## config.mk

```make
export PLATFORM = sky130hd
export DESIGN_NAME = grayblast_vga_rx
export DESIGN_NICKNAME = d
export VERILOG_FILES = /design/src/rtl/grayblast_vga_rx.sv
export SDC_FILE = /design/constraint.sdc
export NUM_CORES = 1
export LEC_CHECK = 0
export CORE_MARGIN = 4
export CORE_UTILIZATION = 25
export DETAILED_ROUTE_END_ITERATION = 10
export GPL_TIMING_DRIVEN = 0
export PLACE_DENSITY = 0.53
export SYNTH_ARGS = -nofsm -noshare
export SYNTH_HDL_FRONTEND = slang
export SYNTH_SLANG_ARGS = --single-unit
```

## constraint.sdc

```tcl
create_clock -name clk -period 4.2 [get_ports clk]
set_input_delay 0.63 -clock clk [delete_from_list [all_inputs] [get_ports clk]]
set_output_delay 0.63 -clock clk [all_outputs]
set_load 0.05 [all_outputs]
```

## src/rtl/grayblast_vga_rx.sv

```systemverilog
// TinyVGA receiver: recovers horizontal/vertical timing from the 8-bit
// TinyVGA byte stream, locks onto frame timing, emits active-area pixels
// with coordinates, and reports a per-frame 16-bit pixel checksum.
// Timing violations raise sticky error flags and drop lock.
module grayblast_vga_rx #(
  parameter int H_ACTIVE = 640,
  parameter int H_FP     = 16,
  parameter int H_SYNC   = 96,
  parameter int H_BP     = 48,
  parameter int V_ACTIVE = 480,
  parameter int V_FP     = 10,
  parameter int V_SYNC   = 2,
  parameter int V_BP     = 33
) (
  input  logic        clk,
  input  logic        rst_n,
  input  logic [7:0]  vga_in,
  input  logic        clr_err,
  output logic        locked,
  output logic        pix_valid,
  output logic [9:0]  pix_x,
  output logic [9:0]  pix_y,
  output logic [5:0]  pix_rgb,
  output logic        frame_done,
  output logic [15:0] frame_sum,
  output logic        err_h,
  output logic        err_v
);

  localparam int H_TOTAL = H_ACTIVE + H_FP + H_SYNC + H_BP;
  localparam int V_TOTAL = V_ACTIVE + V_FP + V_SYNC + V_BP;

  localparam logic [9:0] H_SYNC_C  = 10'(H_SYNC);
  localparam logic [9:0] H_LAST_C  = 10'(H_TOTAL - 1);
  localparam logic [9:0] H_TOTAL_C = 10'(H_TOTAL);
  localparam logic [9:0] H_START_C = 10'(H_SYNC + H_BP);
  localparam logic [9:0] H_END_C   = 10'(H_SYNC + H_BP + H_ACTIVE);
  localparam logic [9:0] V_SYNC_C  = 10'(V_SYNC);
  localparam logic [9:0] V_LAST_C  = 10'(V_TOTAL - 1);
  localparam logic [9:0] V_START_C = 10'(V_SYNC + V_BP);
  localparam logic [9:0] V_END_C   = 10'(V_SYNC + V_BP + V_ACTIVE);
  localparam logic [9:0] X_LAST_C  = 10'(H_ACTIVE - 1);
  localparam logic [9:0] Y_LAST_C  = 10'(V_ACTIVE - 1);
  localparam logic [9:0] CNT_MAX_C = 10'h3FF;

  typedef enum logic [1:0] {
    ST_SEARCH  = 2'd0,
    ST_ACQUIRE = 2'd1,
    ST_LOCKED  = 2'd2
  } state_t;

  // Input pipeline: S1 holds the whole byte, S2 only the two syncs
  // (colour from S2 is never used, only the sync edges).
  logic [7:0]  s1_reg;
  logic        s2_hs_reg;
  logic        s2_vs_reg;

  logic [9:0]  hcnt_reg, hcnt_next, hcnt_inc;
  logic [9:0]  vcnt_reg, vcnt_next, vcnt_inc;
  logic        pend_fall_reg, pend_fall_next;
  logic        pend_rise_reg, pend_rise_next;
  logic        h_seen_reg, h_seen_next;   // an hsync fall has been seen since SEARCH entry
  state_t      state_reg, state_next;

  logic        pix_valid_reg, pix_valid_next;
  logic [9:0]  pix_x_reg, pix_y_reg;
  logic [5:0]  pix_rgb_reg, rgb_s1;
  logic        frame_done_reg, frame_last;
  logic [15:0] frame_sum_reg, acc_reg, acc_plus;
  logic        err_h_reg, err_v_reg;

  logic        h_fall, h_rise, v_fall, v_rise;
  logic        pend_fall_now, pend_rise_now;
  logic        vfall_res, vrise_res;
  logic        err_h_now, err_v_now, err_now;
  logic        enter_search;
  logic        h_act, v_act;

  // Edge detection on S1 against S2; syncs are active-low.
  assign h_fall = s2_hs_reg & ~s1_reg[7];
  assign h_rise = ~s2_hs_reg & s1_reg[7];
  assign v_fall = s2_vs_reg & ~s1_reg[3];
  assign v_rise = ~s2_vs_reg & s1_reg[3];

  // Byte lane order is {HS,B0,G0,R0,VS,B1,G1,R1}; repack to {R1,R0,G1,G0,B1,B0}.
  assign rgb_s1 = {s1_reg[0], s1_reg[4], s1_reg[1], s1_reg[5], s1_reg[2], s1_reg[6]};

  // hcnt/vcnt_next are the coordinates of the sample currently in S1.
  assign hcnt_inc  = (hcnt_reg == CNT_MAX_C) ? hcnt_reg : hcnt_reg + 10'd1;
  assign hcnt_next = h_fall ? 10'd0 : hcnt_inc;

  // A vsync edge waits for the next hsync fall; a same-cycle edge counts too.
  assign pend_fall_now  = pend_fall_reg | v_fall;
  assign pend_rise_now  = pend_rise_reg | v_rise;
  assign vfall_res      = h_fall & pend_fall_now;
  assign vrise_res      = h_fall & pend_rise_now;
  assign pend_fall_next = h_fall ? 1'b0 : pend_fall_now;
  assign pend_rise_next = h_fall ? 1'b0 : pend_rise_now;

  assign vcnt_inc  = (vcnt_reg == CNT_MAX_C) ? vcnt_reg : vcnt_reg + 10'd1;
  assign vcnt_next = h_fall ? (pend_fall_now ? 10'd0 : vcnt_inc) : vcnt_reg;

  // Line-length and overflow checks only make sense once a line start is known.
  assign err_h_now = (h_rise && (hcnt_next != H_SYNC_C))
                   || (h_fall && h_seen_reg && (hcnt_reg != H_LAST_C))
                   || (h_seen_reg && (hcnt_next == H_TOTAL_C));

  assign err_v_now = (vfall_res && (state_reg != ST_SEARCH) && (vcnt_reg != V_LAST_C))
                   || (vrise_res && (vcnt_next != V_SYNC_C));

  assign err_now = err_h_now | err_v_now;

  // Lock FSM: next-state decode.
  always_comb begin
    state_next = state_reg;
    case (state_reg)
      ST_SEARCH:  if (vfall_res && !err_now) state_next = ST_ACQUIRE;
      ST_ACQUIRE: begin
        if (err_now)        state_next = ST_SEARCH;
        else if (vfall_res) state_next = ST_LOCKED;
      end
      ST_LOCKED:  if (err_now) state_next = ST_SEARCH;
      default:    state_next = ST_SEARCH;
    endcase
  end

  assign enter_search = (state_next == ST_SEARCH) && (state_reg != ST_SEARCH);
  assign h_seen_next  = enter_search ? 1'b0 : (h_fall ? 1'b1 : h_seen_reg);

  assign h_act = (hcnt_next >= H_START_C) && (hcnt_next < H_END_C);
  assign v_act = (vcnt_next >= V_START_C) && (vcnt_next < V_END_C);
  assign pix_valid_next = (state_next == ST_LOCKED) && h_act && v_act;

  assign frame_last = pix_valid_reg && (pix_x_reg == X_LAST_C) && (pix_y_reg == Y_LAST_C);
  assign acc_plus   = acc_reg + {10'd0, pix_rgb_reg};

  // Input register stage and sync delay for edge detection.
  always_ff @(posedge clk or negedge rst_n) begin
    if (!rst_n) begin
      s1_reg    <= 8'h88;
      s2_hs_reg <= 1'b1;
      s2_vs_reg <= 1'b1;
    end else begin
      s1_reg    <= vga_in;
      s2_hs_reg <= s1_reg[7];
      s2_vs_reg <= s1_reg[3];
    end
  end

  // Horizontal/vertical counters and pending vsync edges.
  always_ff @(posedge clk or negedge rst_n) begin
    if (!rst_n) begin
      hcnt_reg      <= '0;
      vcnt_reg      <= '0;
      pend_fall_reg <= 1'b0;
      pend_rise_reg <= 1'b0;
      h_seen_reg    <= 1'b0;
    end else begin
      hcnt_reg      <= hcnt_next;
      vcnt_reg      <= vcnt_next;
      pend_fall_reg <= pend_fall_next;
      pend_rise_reg <= pend_rise_next;
      h_seen_reg    <= h_seen_next;
    end
  end

  // Lock FSM state register.
  always_ff @(posedge clk or negedge rst_n) begin
    if (!rst_n) state_reg <= ST_SEARCH;
    else        state_reg <= state_next;
  end

  // Pixel outputs: coordinates and colour hold while no pixel is valid.
  always_ff @(posedge clk or negedge rst_n) begin
    if (!rst_n) begin
      pix_valid_reg <= 1'b0;
      pix_x_reg     <= '0;
      pix_y_reg     <= '0;
      pix_rgb_reg   <= '0;
    end else begin
      pix_valid_reg <= pix_valid_next;
      if (pix_valid_next) begin
        pix_x_reg   <= hcnt_next - H_START_C;
        pix_y_reg   <= vcnt_next - V_START_C;
        pix_rgb_reg <= rgb_s1;
      end
    end
  end

  // Frame checksum: a completed frame wins over a simultaneous SEARCH entry.
  always_ff @(posedge clk or negedge rst_n) begin
    if (!rst_n) begin
      acc_reg        <= '0;
      frame_sum_reg  <= '0;
      frame_done_reg <= 1'b0;
    end else begin
      frame_done_reg <= frame_last;
      if (frame_last) begin
        frame_sum_reg <= acc_plus;
        acc_reg       <= '0;
      end else if (enter_search) begin
        acc_reg <= '0;
      end else if (pix_valid_reg) begin
        acc_reg <= acc_plus;
      end
    end
  end

  // Sticky error flags; a new error beats a simultaneous clear.
  always_ff @(posedge clk or negedge rst_n) begin
    if (!rst_n) begin
      err_h_reg <= 1'b0;
      err_v_reg <= 1'b0;
    end else begin
      err_h_reg <= err_h_now | (err_h_reg & ~clr_err);
      err_v_reg <= err_v_now | (err_v_reg & ~clr_err);
    end
  end

  assign locked     = (state_reg == ST_LOCKED);
  assign pix_valid  = pix_valid_reg;
  assign pix_x      = pix_x_reg;
  assign pix_y      = pix_y_reg;
  assign pix_rgb    = pix_rgb_reg;
  assign frame_done = frame_done_reg;
  assign frame_sum  = frame_sum_reg;
  assign err_h      = err_h_reg;
  assign err_v      = err_v_reg;

endmodule

```

# Word level (Yosys, flattened, before mapping)
# Index checks and enable logic that the tools add are counted.
# word_totals
out_inout_bits	47
register_bits	97
elab_cells	98
in_bits	11
# classes
bitwise	18
addsub	5
eq_ne	12
n_lt_le_gt_ge	4
n_mux	17
reduce_logical	24
# ops
cell	count
two-way mux 10 bit	5
two-way mux 16 bit	3
== test 10 bit (second input constant)	4
adder 10 x 1 -> 10 bit (second input constant)	2
< comparator 10 bit (second input constant)	2
inequality test 10 bit (second input constant)	2
adder 16 x 6 -> 16 bit	1
logical AND 1 bit	15
== test 10 x 9 -> 1 bit (second input constant)	1
greater-or-equal comparator 10 x 6 -> 1 bit (second input constant)	1
greater-or-equal comparator 10 x 8 -> 1 bit (second input constant)	1
inequality test 10 x 2 -> 1 bit (second input constant)	1
inequality test 10 x 7 -> 1 bit (second input constant)	1
subtractor 10 x 6 -> 10 bit (second input constant)	1
subtractor 10 x 8 -> 10 bit (second input constant)	1
bitwise AND 1 bit	8
two-way mux 2 bit	4
one-hot mux 2 bit (3 select lines)	1
NOT 1 bit	5
OR 1 bit	5
== test 2 bit (second input constant)	2
zero test 2 bit	2
two-way mux 1 bit	4
nonzero test 2 bit	2
4 further kinds	6

# Longest topological paths before layout
# Gate-level depths: netlist of the first run.
# depth
word_depth	17
depth_mapped	14
depth_no_buf	12

# Least setup slack after synthesis of the first run
# Ideal clock, no wire load.
# synth_path
path_type	reg-to-reg
start	reg s2_hs_reg
end	reg pix_rgb_reg[4] (netlist: pix_rgb[4])
slack_ns	0.330
stages_incl_launch_ff	14
n_path_buf	3
t_arrival_ns	3.745
setup_ns	0.125
cell_sequence	dfstp_2 > and2b_1 > buf_4 > clkbuf_1 > o31ai_1 > mux2i_1 > nor2_1 > ha_1 > or4b_1 > o32ai_2 > o2111ai_2 > nor4_4 > buf_6 > mux2_4
# synth_lines
element	line_no	source
start: declaration	55	logic s2_hs_reg;
start signal: assignment	145	s2_hs_reg <= s1_reg[7];
bitwise AND 1 bit (*)	80	assign h_fall = s2_hs_reg & ~s1_reg[7];
two-way mux 10 bit (*)	101	assign vcnt_next = h_fall ? (pend_fall_now ? 10'd0 : vcnt_inc) : vcnt_reg;
named net vcnt_next[1]	59	logic [9:0] vcnt_reg, vcnt_next, vcnt_inc;
inequality test 10 x 2 -> 1 bit	109	|| (vrise_res && (vcnt_next != V_SYNC_C));
logical AND 1 bit	109	
logical OR 1 bit	109	
OR 1 bit	111	assign err_now = err_h_now | err_v_now;
zero test 1 bit	117	ST_SEARCH: if (vfall_res && !err_now) state_next = ST_ACQUIRE;
logical AND 1 bit	117	
two-way mux 2 bit	117	
one-hot mux 2 bit (3 select lines)	116	case (state_reg)
== test 2 bit	132	assign pix_valid_next = (state_next == ST_LOCKED) && h_act && v_act;
logical AND 1 bit	132	
logical AND 1 bit (*)	132	
end signal: assignment	185	pix_rgb_reg <= rgb_s1;
end: declaration	67	logic [5:0] pix_rgb_reg, rgb_s1;
# The timed path passes the listed nets; every way through them passes the cells marked *.
# A chain may end at the register's enable or synchronous reset.

# Worst setup path after layout of the first run
# layout_path
start	reg vcnt_reg[1]
end	reg pix_rgb_reg[5] (netlist: pix_rgb[5])
# layout_via
elab_chain_cells	15
# layout_lines
element	line_no	source
start: declaration	59	
start signal: assignment	160	vcnt_reg <= vcnt_next;
adder 10 x 1 -> 10 bit or == test 10 bit (tied branches)	100	assign vcnt_inc = (vcnt_reg == CNT_MAX_C) ? vcnt_reg : vcnt_reg + 10'd1;
two-way mux 10 bit	100	
two-way mux 10 bit	101	
two-way mux 10 bit (*)	101	
named net vcnt_next[1]	59	
inequality test 10 x 2 -> 1 bit	109	
logical AND 1 bit	109	
logical OR 1 bit	109	
OR 1 bit	111	
zero test 1 bit	117	
logical AND 1 bit	117	
two-way mux 2 bit	117	
one-hot mux 2 bit (3 select lines)	116	
== test 2 bit	132	
logical AND 1 bit	132	
logical AND 1 bit (*)	132	
# Marks and branches as above.

==> results of run 1 <==
[repair_timing]
item	in CTS	in global routing
setup buffers	3	0
resized for setup	0	7
pin swaps	1	0
setup endpoints to repair	44	36
cloned	0	0
[metal layers]
metal	vias to the layer above	wire, um	track usage
met5	-	0	0
met4	0	182	0.0331
met3	14	662	0.0257
met2	94	5910	0.182
met1	1993	6350	0.171
li1	1955	-	-
[logic make-up (layout without fill, tap and decap cells)]
group / Yosys count / count (layout)
and+or+nand+nor: 177 / 177
AOI/OAI and AO/OA: 111 / 111
buffers and inverters: 46 / 122
xor gates and xnor gates: 27 / 27
muxes: 30 / 30
adders and majority gates: 16 / 16
DFF: 97 / 97
[cells in the mapped netlist (5+ instances only)]
master | number | area, sq um
xnor2_1 | 15 | 131
o21ai_0 | 27 | 135
a31oi_1 | 9 | 56.3
nor2_1 | 43 | 161
or3_1 | 7 | 43.8
nor3_1 | 14 | 70.1
inv_1 | 18 | 67.6
nand4_1 | 10 | 62.6
xor2_1 | 12 | 105
nand2_1 | 45 | 169
buf_2 | 8 | 40.0
a211oi_1 | 6 | 45.0
mux2_4 | 18 | 270
a21oi_1 | 29 | 145
buf_6 | 5 | 56.3
clkbuf_1 | 12 | 45.0
dfrtp_1 | 93 | 2330
nand3_1 | 17 | 85.1
o211ai_1 | 6 | 45.0
and3_1 | 7 | 43.8
mux2_2 | 8 | 90.1
ha_1 | 14 | 175
[power breakdown]
part           switching, mW  internal [mW]
registers             0.0421          0.980
clock network          0.373          0.526
logic                  0.227          0.134
total                  0.643           1.64
[worst paths after layout]
check,from,end,depth (start not counted)
min in group clk,s1_reg[3]$_DFF_PN1_,s2_vs_reg$_DFF_PN1_,0
max in group asynchronous,rst_n,s1_reg[3]$_DFF_PN1_,2
max reg2reg,vcnt_reg[1]$_DFF_PN0_,pix_rgb[5]$_DFFE_PN0P_,13
max,vcnt_reg[1]$_DFF_PN0_,pix_rgb[5]$_DFFE_PN0P_,13
min,rst_n,frame_sum[14]$_DFFE_PN0P_,1
min reg2reg,s1_reg[3]$_DFF_PN1_,s2_vs_reg$_DFF_PN1_,0
[worst register-to-register path, stage by stage (launching register included)]
cell and delay, ns:
dfrtp_1 0.42, ha_1 0.31, nand2_1 0.14, o31ai_2 0.33, mux2i_1 0.14, nor2_1 0.19
ha_1 0.19, or4b_1 0.49, o32ai_4 0.36, o2111ai_2 0.27, nor4_4 0.25, buf_4 0.18
buf_4 0.17, mux2_2 0.34
[final cells by class]
class,count,area share
Multi-Input combinational cell,361,0.389
Timing Repair Buffer,61,0.0960
Buffer,26,0.0239
Inverter,19,0.0111
Clock inverter,6,0.0142
Tap cell,270,0.0525
Sequential cell,97,0.378
Clock buffer,10,0.0356
==> impl_results.md, run 1 <==
* I/O pin total at 58
* Setup Skew at 0.00926 ns
* Max IR drop VDD at about 0.00019 V
* Setup-failing EPs final at 0
* Commonest non-fill, non-tap cell in the layout: dfrtp_1
* Core area at 0.0202 sq mm
* Placed cell count at between 800 and 900
* Gr ovfl total at 0
* Hpwl dp at 9760 um
* First-pass DRT Iterations at 4
* Unrepaired setup endpoints after global routing: false
* P_leak at approximately 2.7 nW
* CTS sink count at between 90 and 100
* CTS Buf Count at 9
* Root Driver: clkbuf_16
* Drt total wl at 13100 um
* Largest net degree at the start of global routing at 63
* Via count at 4056
* Commonest cells after routing, fill and taps aside: dfrtp_1 (93), clkdlybuf4s50_1 (56), nand2_1 (45)
* Total of max-cap violations at 0
* Buffers added on ports at 57
* Netlist cell types at between 60 and 70
* FF+latch area at 0.00243 sq mm
* H-tree Lvls at 3
* R2R Setup Slk at 0.31 ns
* Final hold vios at 0
* Cell Area, Placed at 0.00607 sq mm
* Post-synthesis sequential area ratio at 0.473
* Post-synthesis xor/xnor area fraction at 0.0460
* Die Span X at 151 um
* Vias per Instance at 4.77
* Final instance area at between 0.006 and 0.007 sq mm
* Critical Path, Cell by Cell: ha_1 > nand2_1 > o31ai_2 > mux2i_1 > nor2_1 > ha_1 > or4b_1 > o32ai_4 > o2111ai_2 > nor4_4 > buf_4 > buf_4 > mux2_2
* Clock transition at path regs at 0.07 ns
* Final Power at 2.28 mW
* Synthesized net count at 530
* Mux cell area share after synthesis at 0.0779
* Critical Path End Type: flop
* Area of the multi-input gates at 0.00251 sq mm
* Rows at 52
* Seq cells post-synth at 97
* Post-route ant nets at 0
* Main combinational cell family by area after synthesis: simple AND/OR/NAND/NOR gates
* Post-synth ARST share at 1.00
* Final GP Congestion at 0.881
* Filler cells at 2054
* CTS tree: built
* Die area at 0.0229 sq mm
* Post-synth EDFFs at 0
* Tightest Hold Check Type: in -> async
* Layout cells sized above 1 at 0.134
* YS warnings at 0
* Max-slew headroom at 0.472
* Final core utilization at 0.318
* Worst path max stage delay at 0.49 ns
* Max FO, Critical Path at 7
* Adder-Cell Fraction of Synth Area at 0.0399
* First-pass GRT wire length at approximately 22000 um
* Max Root-Sink Buffers at 2
* DRC violations left at 0
* Critical path arrival at just over 4 ns
* Avg Cell Area, Syn at 10.2 sq um
* Final worst setup slack at 0.308 ns
* Vias in the first global route at 4037
* Initial antenna violation count at 0
* Hold-fix buffers at CTS at 0
* Most common flop cell mapped by yosys: dfrtp_1
* Crit path time final at approximately 3.9 ns
* Area growth syn-to-layout at 25.3%
* Critical Path RT at about 4.4 ns
* Least-Margin Pin Slew at just under 0.8 ns
* Dpl ws at -0.764 ns
* Die Span Y at between 150 and 200 um
* Non-Filler Instances at 850
* Hold slack final at 0.240 ns
* Post-Synthesis Cells at roughly 500
* Kind of cell adding the most delay to the critical path: simple AND/OR/NAND/NOR gates
* Total Nets Final at 601
* Final setup TNS at 0 ns
* Period utilization at 0.927
* Post-Syn Area at 0.00514 sq mm
* Total track usage at 0.119
* Crit path max-delay cell type: or4b_1
* Outcome: finished, final reports clean
* Complex-gate fraction of the synthesized area at 0.141
* Pwr per Cell Area at 354 mW/mm^2
* Worst setup SP type: flop
* Critical path class: reg -> reg
* Crit path buf inv count at 2
* Initial Utilization at 0.254
* Clk_lat worst skew at 0.35 ns
* FMAX at 0.257 GHz
* Initial DRC count at 390
* Slew Viols, Final at 0
* Wire per inst at between 15 and 20 um
* Synth Area in Simple Gates at 0.177
* Number of diodes at 0
Note: power is estimated with default switching activity, not from simulation.
==> run 2, diff against run 1 <==
CELL_PAD_IN_SITES_DETAIL_PLACEMENT = 0   (was not set)
CELL_PAD_IN_SITES_GLOBAL_PLACEMENT = 1   (was not set)
PLACE_DENSITY = 0.61   (was 0.53)
SLEW_MARGIN = 40   (was not set)
==> run 2 against run 1 <==
Sequential share of layout area rose by 0.12 points. Critical path depth rose by 2. Global-route usage fell by 0.062 points. Total power fell by 1.5%. First-iteration DRC count fell by 26%. Core utilization fell by 0.099 points. Clock power fell by 2.8%. Via count fell by 0.17%. Sequential power barely moved. Critical endpoint is now pix_x[7]$_DFFE_PN0P_. Highest routed layer unchanged.
==> impl_results.md, run 2 (synthesis results as in run 1) <==
* Critical Path RT at 4.44 ns (about the same)
* Vias per Instance at 4.77 (about the same)
* Setup Skew at 0.00763 ns (-0.00163 ns)
* Final Power at 2.25 mW (-1.5%)
* Met1 usage at 0.174 (+0.00320)
* Number of diodes at 0 (unchanged)
* Layout cells sized above 1 at 0.133 (-0.00149)
* Die Span X at 151 um (unchanged)
* P_leak at 2.73 nW (-0.22%)
* Initial antenna violation count at 0 (unchanged)
* M2 GR Usage at 0.171 (-0.0107)
* GRT busiest layer: met1
* Die area at 0.0229 sq mm (unchanged)
* Pwr per Cell Area at 350 mW/mm^2 (-1.2%)
* Period utilization at 0.938 (+0.0113)
* Post-route ant nets at 0 (unchanged)
* Core area at 0.0202 sq mm (unchanged)
* Via count at 4049 (-0.17%)
* Final hold vios at 0 (unchanged)
* Gr ovfl total at 0 (unchanged)
* GR Util met3 at 0.0257 (unchanged)
* Commonest non-fill, non-tap cell in the layout: dfrtp_1
* Unrepaired setup endpoints after global routing: false
* Clk_lat worst skew at 0.35 ns (about the same)
* Die Span Y at 151 um (unchanged)
* Max-slew headroom at 0.449 (-0.0222)
* Largest net degree at the start of global routing at 73 (+16%)
* Max IR drop VDD at 0.000222 V (+18%)
* Area growth syn-to-layout at 24.9%
* Final setup TNS at 0 ns (unchanged)
* Critical path arrival at 4.18 ns (+0.05 ns)
* Max Root-Sink Buffers at 2 (unchanged)
* Total of max-cap violations at 0 (unchanged)
* CTS sink count at 97 (unchanged)
* H-tree Lvls at 3 (unchanged)
* Worst setup SP type: flop
* Drt total wl at 13200 um (+0.95%)
* Root Driver: clkbuf_16
* Crit path time final at 3.94 ns (+0.0476 ns)
* Initial Utilization at 0.254 (unchanged)
* FMAX at 0.254 GHz (-1.2%)
* Critical path origin: hcnt_reg[1]$_DFF_PN0_
* Buffers added on ports at 57 (unchanged)
* Final GP Congestion at 0.843 (-4.3%)
* Initial DRC count at 290 (-26%)
* Least-Margin Pin Slew at 0.826 ns (+0.0334 ns)
* RR Startpoint: hcnt_reg[1]$_DFF_PN0_
* First-pass GRT wire length at 21300 um (-2.0%)
* Critical Path End Type: flop
* Outcome: finished, final reports clean
* Final worst setup slack at 0.260 ns (-0.0476 ns)
* Tightest Hold Check Type: in -> async
* I/O pin total at 58 (unchanged)
* Wire per inst at 15.6 um (+1.1%)
* Commonest cells after routing, fill and taps aside: dfrtp_1 (93), clkdlybuf4s50_1 (56), nand2_1 (45)
* Clock transition at path regs at 0.07 ns (about the same)
* Hpwl dp at 9840 um (+0.80%)
* First-pass DRT Iterations at 4 (unchanged)
* Slew Viols, Final at 0 (unchanged)
* DRC violations left at 0 (unchanged)
* Vias in the first global route at 3975 (-1.5%)
* Total Nets Final at 600 (-0.17%)
* Rows at 52 (unchanged)
* CTS Buf Count at 9 (unchanged)
* CTS tree: built
* Final core utilization at 0.317 (-0.000989)
* Critical path class: reg -> reg
* Max FO, Critical Path at 10 (+3)
* Total track usage at 0.119 (-0.000624)
* Dpl ws at -0.757 ns (+0.00677 ns)
* Setup-failing EPs final at 0 (unchanged)
-- run 2: power by group --
part,internal [mW],switching (mW)
logic,0.133,0.221
clock network,0.511,0.363
registers,0.980,0.0402
-- run 2: cell type report --
class	instances	area [sq um]
fillers	2081	13800
multi-input cells	361	2490
flip-flops and latches	97	2430
repair buffers	61	626
well taps	270	338
clock buffers	12	267
plain buffers	25	149
inverters	19	71.3
clock inverters	4	48.8
-- run 2: path summary, 6_finish.rpt --
check	depth (start not counted)	slack, ns	endpoint
worst max register to register	15	0.26	pix_x[7]$_DFFE_PN0P_
worst max-delay path	15	0.26	pix_x[7]$_DFFE_PN0P_
worst min-delay path	1	0.11	frame_sum[12]$_DFFE_PN0P_
min in group clk	0	0.38	s2_vs_reg$_DFF_PN1_
worst min register to register	0	0.38	s2_vs_reg$_DFF_PN1_
max in group asynchronous	2	3.44	s1_reg[3]$_DFF_PN1_
-- run 2: layer usage --
metal,vias to the layer above,part of all wire
li1,1955,-
met1,1960,0.50
met2,115,0.44
met3,19,0.044
met4,0,0.019
met5,-,0
-- run 2: through the flow --
| stage | hold WS, ns | cells | area [sq um] |
|---|---|---|---|
| after global routing | 0.118 | 849 | 6420 |
| after CTS | 0.117 | 849 | 6410 |
| final | 0.114 | 849 | 6420 |
| after detailed placement | 0.375 | 832 | 6080 |
| after floorplan | 0.334 | 504 | 5140 |
| after global placement | 0.372 | 831 | 6050 |
-- run 2: what timing repair did --
item / in CTS / in global routing
resized for setup: 1 / 3
hold buffers: 0 / 0
setup buffers: 3 / 0
hold endpoints to repair: 0 / 0
setup endpoints to repair: 44 / 41
gates cloned: 0 / 0
pin swaps: 1 / 0
-- run 2: critical path, cell delays in order, from the launching register on --
cell and delay, ns:
dfrtp_1 0.45, ha_1 0.17, buf_2 0.17, nand3_1 0.18
o311ai_1 0.38, xnor2_1 0.17, nand2_1 0.14, inv_1 0.13
ha_1 0.17, nand4_1 0.16, o311ai_1 0.45, o2111ai_2 0.27
nor4_4 0.28, buf_4 0.20, buf_6 0.18, mux2_4 0.31
==> run 3, diff against run 2 <==
CTS_CLUSTER_SIZE = 14   (was not set)
MAX_ROUTING_LAYER = met4   (was not set)
==> run 3 against run 2 <==
Highest routed layer unchanged. Clock skew rose by 0.00078 ns. Fmax is 0.21% higher. Largest cell class unchanged. Die area unchanged. Final area did not move. Critical path depth is the same. Worst hold slack better by 0.0054 ns. Non-clock buffer count did not move. Critical path type unchanged. Register-to-register slack about the same.
==> impl_results.md, run 3 (synthesis results as in run 1) <==
* Initial DRC count at 341 (+18%)
* Final instance area at 0.00642 sq mm (unchanged)
* Critical Path End Type: flop
* Commonest non-fill, non-tap cell in the layout: dfrtp_1
* Final worst setup slack at 0.268 ns (+0.00839 ns)
* Hpwl dp at 9840 um (unchanged)
* Critical path arrival at 4.17 ns (about the same)
* Total track usage at 0.122 (+0.00371)
* Rows at 52 (unchanged)
* Layout cells sized above 1 at 0.133 (unchanged)
* Critical path class: reg -> reg
* Final hold vios at 0 (unchanged)
* Non-Filler Instances at 849 (unchanged)
* Buffers added on ports at 57 (unchanged)
* Worst setup SP type: flop
* Initial Utilization at 0.254 (unchanged)
* Final GP Congestion at 0.857 (+1.6%)
* Slew Viols, Final at 0 (unchanged)
* DRC violations left at 0 (unchanged)
* Final setup TNS at 0 ns (unchanged)
* Crit path buf inv count at 4 (unchanged)
* Via count at 4053 (+0.099%)
* Die area at 0.0229 sq mm (unchanged)
* P_leak at 2.73 nW (unchanged)
* Total of max-cap violations at 0 (unchanged)
* Vias per Instance at 4.77 (about the same)
* First-pass GRT wire length at 21200 um (about the same)
* GR Util met3 at 0.0260 (+0.000299)
* Gr ovfl total at 0 (unchanged)
* Critical Path RT at 4.43 ns (about the same)
* Filler cells at 2081 (unchanged)
* R2R Setup Slk at 0.27 ns (about the same)
* Outcome: finished, final reports clean
* Area of the multi-input gates at 0.00249 sq mm (unchanged)
* Wire per inst at 15.6 um (about the same)
* Setup Skew at 0.00841 ns (+0.000782 ns)
* Post-route ant nets at 0 (unchanged)
* Commonest cells after routing, fill and taps aside: dfrtp_1 (93), clkdlybuf4s50_1 (56), nand2_1 (45)
* Drt total wl at 13200 um (about the same)
* Pwr per Cell Area at 350 mW/mm^2 (about the same)
* Root Driver: clkbuf_16
* Vias in the first global route at 3973 (-0.050%)
* Worst path max stage delay at 0.45 ns (about the same)
* Met1 usage at 0.174 (+0.000373)
* Tightest Hold Check Type: in -> async
* Total Nets Final at 600 (unchanged)
* Hold-fix buffers at CTS at 0 (unchanged)
* GRT busiest layer: met1
* Max FO, Critical Path at 10 (unchanged)
* Setup-failing EPs final at 0 (unchanged)
* Number of diodes at 0 (unchanged)
* Dpl ws at -0.757 ns (unchanged)
* I/O pin total at 58 (unchanged)
* Crit path max-delay cell type: dfrtp_1
* CTS sink count at 97 (unchanged)
* Max IR drop VDD at 0.000220 V (-0.80%)
* Clock transition at path regs at 0.07 ns (about the same)
* Final core utilization at 0.317 (unchanged)
* Critical Path, Cell by Cell: ha_1 > buf_2 > nand3_1 > o311ai_1 > xnor2_1 > nand2_1 > inv_1 > ha_1 > nand4_1 > o311ai_1 > o2111ai_2 > nor4_4 > buf_4 > buf_6 > mux2_4
* Core area at 0.0202 sq mm (unchanged)
* Unrepaired setup endpoints after global routing: false
* Cell Area, Placed at 0.00608 sq mm (unchanged)
* Max-slew headroom at 0.439 (-0.0102)
* Least-Margin Pin Slew at 0.841 ns (+0.0153 ns)
* FMAX at 0.254 GHz (+0.21%)
* M2 GR Usage at 0.171 (+0.000445)
* Die Span X at 151 um (unchanged)
* Placed cell count at 832 (unchanged)
* Crit path time final at 3.93 ns (-0.00839 ns)
* Area growth syn-to-layout at 24.9% (unchanged)
* H-tree Lvls at 3 (unchanged)
* Largest net degree at the start of global routing at 73 (unchanged)
* First-pass DRT Iterations at 5 (+1)
* Kind of cell adding the most delay to the critical path: compound AO/OA/AOI/OAI gates
* FF+latch area at 0.00243 sq mm (unchanged)
* Period utilization at 0.936 (-0.00200)
* CTS tree: built
* Clk_lat worst skew at 0.35 ns (about the same)
* Max Root-Sink Buffers at 2 (unchanged)
* Die Span Y at 151 um (unchanged)
* Initial antenna violation count at 0 (unchanged)
* CTS Buf Count at 9 (unchanged)
run 3: cell counts in the layout (fill, tap and decap cells not counted):
Identical to the previous run, type by type.
run 3: path summary, 6_finish.rpt:
| path | to | from | depth (start not counted) |
|---|---|---|---|
| max | pix_x[7]$_DFFE_PN0P_ | hcnt_reg[1]$_DFF_PN0_ | 15 |
| min | frame_sum[12]$_DFFE_PN0P_ | rst_n | 1 |
| max reg2reg | pix_x[7]$_DFFE_PN0P_ | hcnt_reg[1]$_DFF_PN0_ | 15 |
| min reg2reg | s2_vs_reg$_DFF_PN1_ | s1_reg[3]$_DFF_PN1_ | 0 |
| max in group asynchronous | s1_reg[3]$_DFF_PN1_ | rst_n | 2 |
| min in group clk | s2_vs_reg$_DFF_PN1_ | s1_reg[3]$_DFF_PN1_ | 0 |
run 3: timing repair:
| action | 4_1_cts | 5_1_grt |
|---|---|---|
| buffers inserted | 3 | 0 |
| gates resized for setup | 1 | 3 |
| pin swaps | 1 | 0 |
| setup endpoints to repair | 44 | 41 |
run 3: area by class of cell:
| cell class | count | share of cell area |
|---|---|---|
| Multi-Input combinational cell | 361 | 0.388 |
| Buffer | 25 | 0.0232 |
| Sequential cell | 97 | 0.379 |
| Clock inverter | 4 | 0.00760 |
| Timing Repair Buffer | 61 | 0.0974 |
| Inverter | 19 | 0.0111 |
| Clock buffer | 12 | 0.0415 |
| Tap cell | 270 | 0.0526 |
run 3: layer usage:
metal | share of wire | up-vias
li1 | - | 1957
met1 | 0.50 | 1961
met2 | 0.44 | 114
met3 | 0.043 | 21
met4 | 0.021 | 0
met5 | 0 | -
run 3: per-stage QoR:
| stage | total power [mW] | hold slack (ns) |
|---|---|---|
| finish | 2.25 | 0.119 |
| detailed placement | 1.40 | 0.375 |
| CTS | 2.28 | 0.117 |
| global placement | 1.39 | 0.372 |
| floorplan | 1.27 | 0.334 |
| global route | 2.37 | 0.116 |
run 3: report_power, final:
part           internal (mW)  total (mW)  switching [mW]
sequential             0.980        1.02          0.0405
clock                  0.511       0.871           0.361
combinational          0.133       0.355           0.222
run 3: worst register-to-register path, delay by kind of cell (launching register included):
family                     cells  cell delay [ns]
and+or+nand+nor                4             0.76
DFF                            1             0.45
muxes                          1             0.32
AOI/OAI and AO/OA              3             1.10
buffers and inverters          4             0.67
xor gates and xnor gates       1             0.17
adders and majority gates      2             0.34
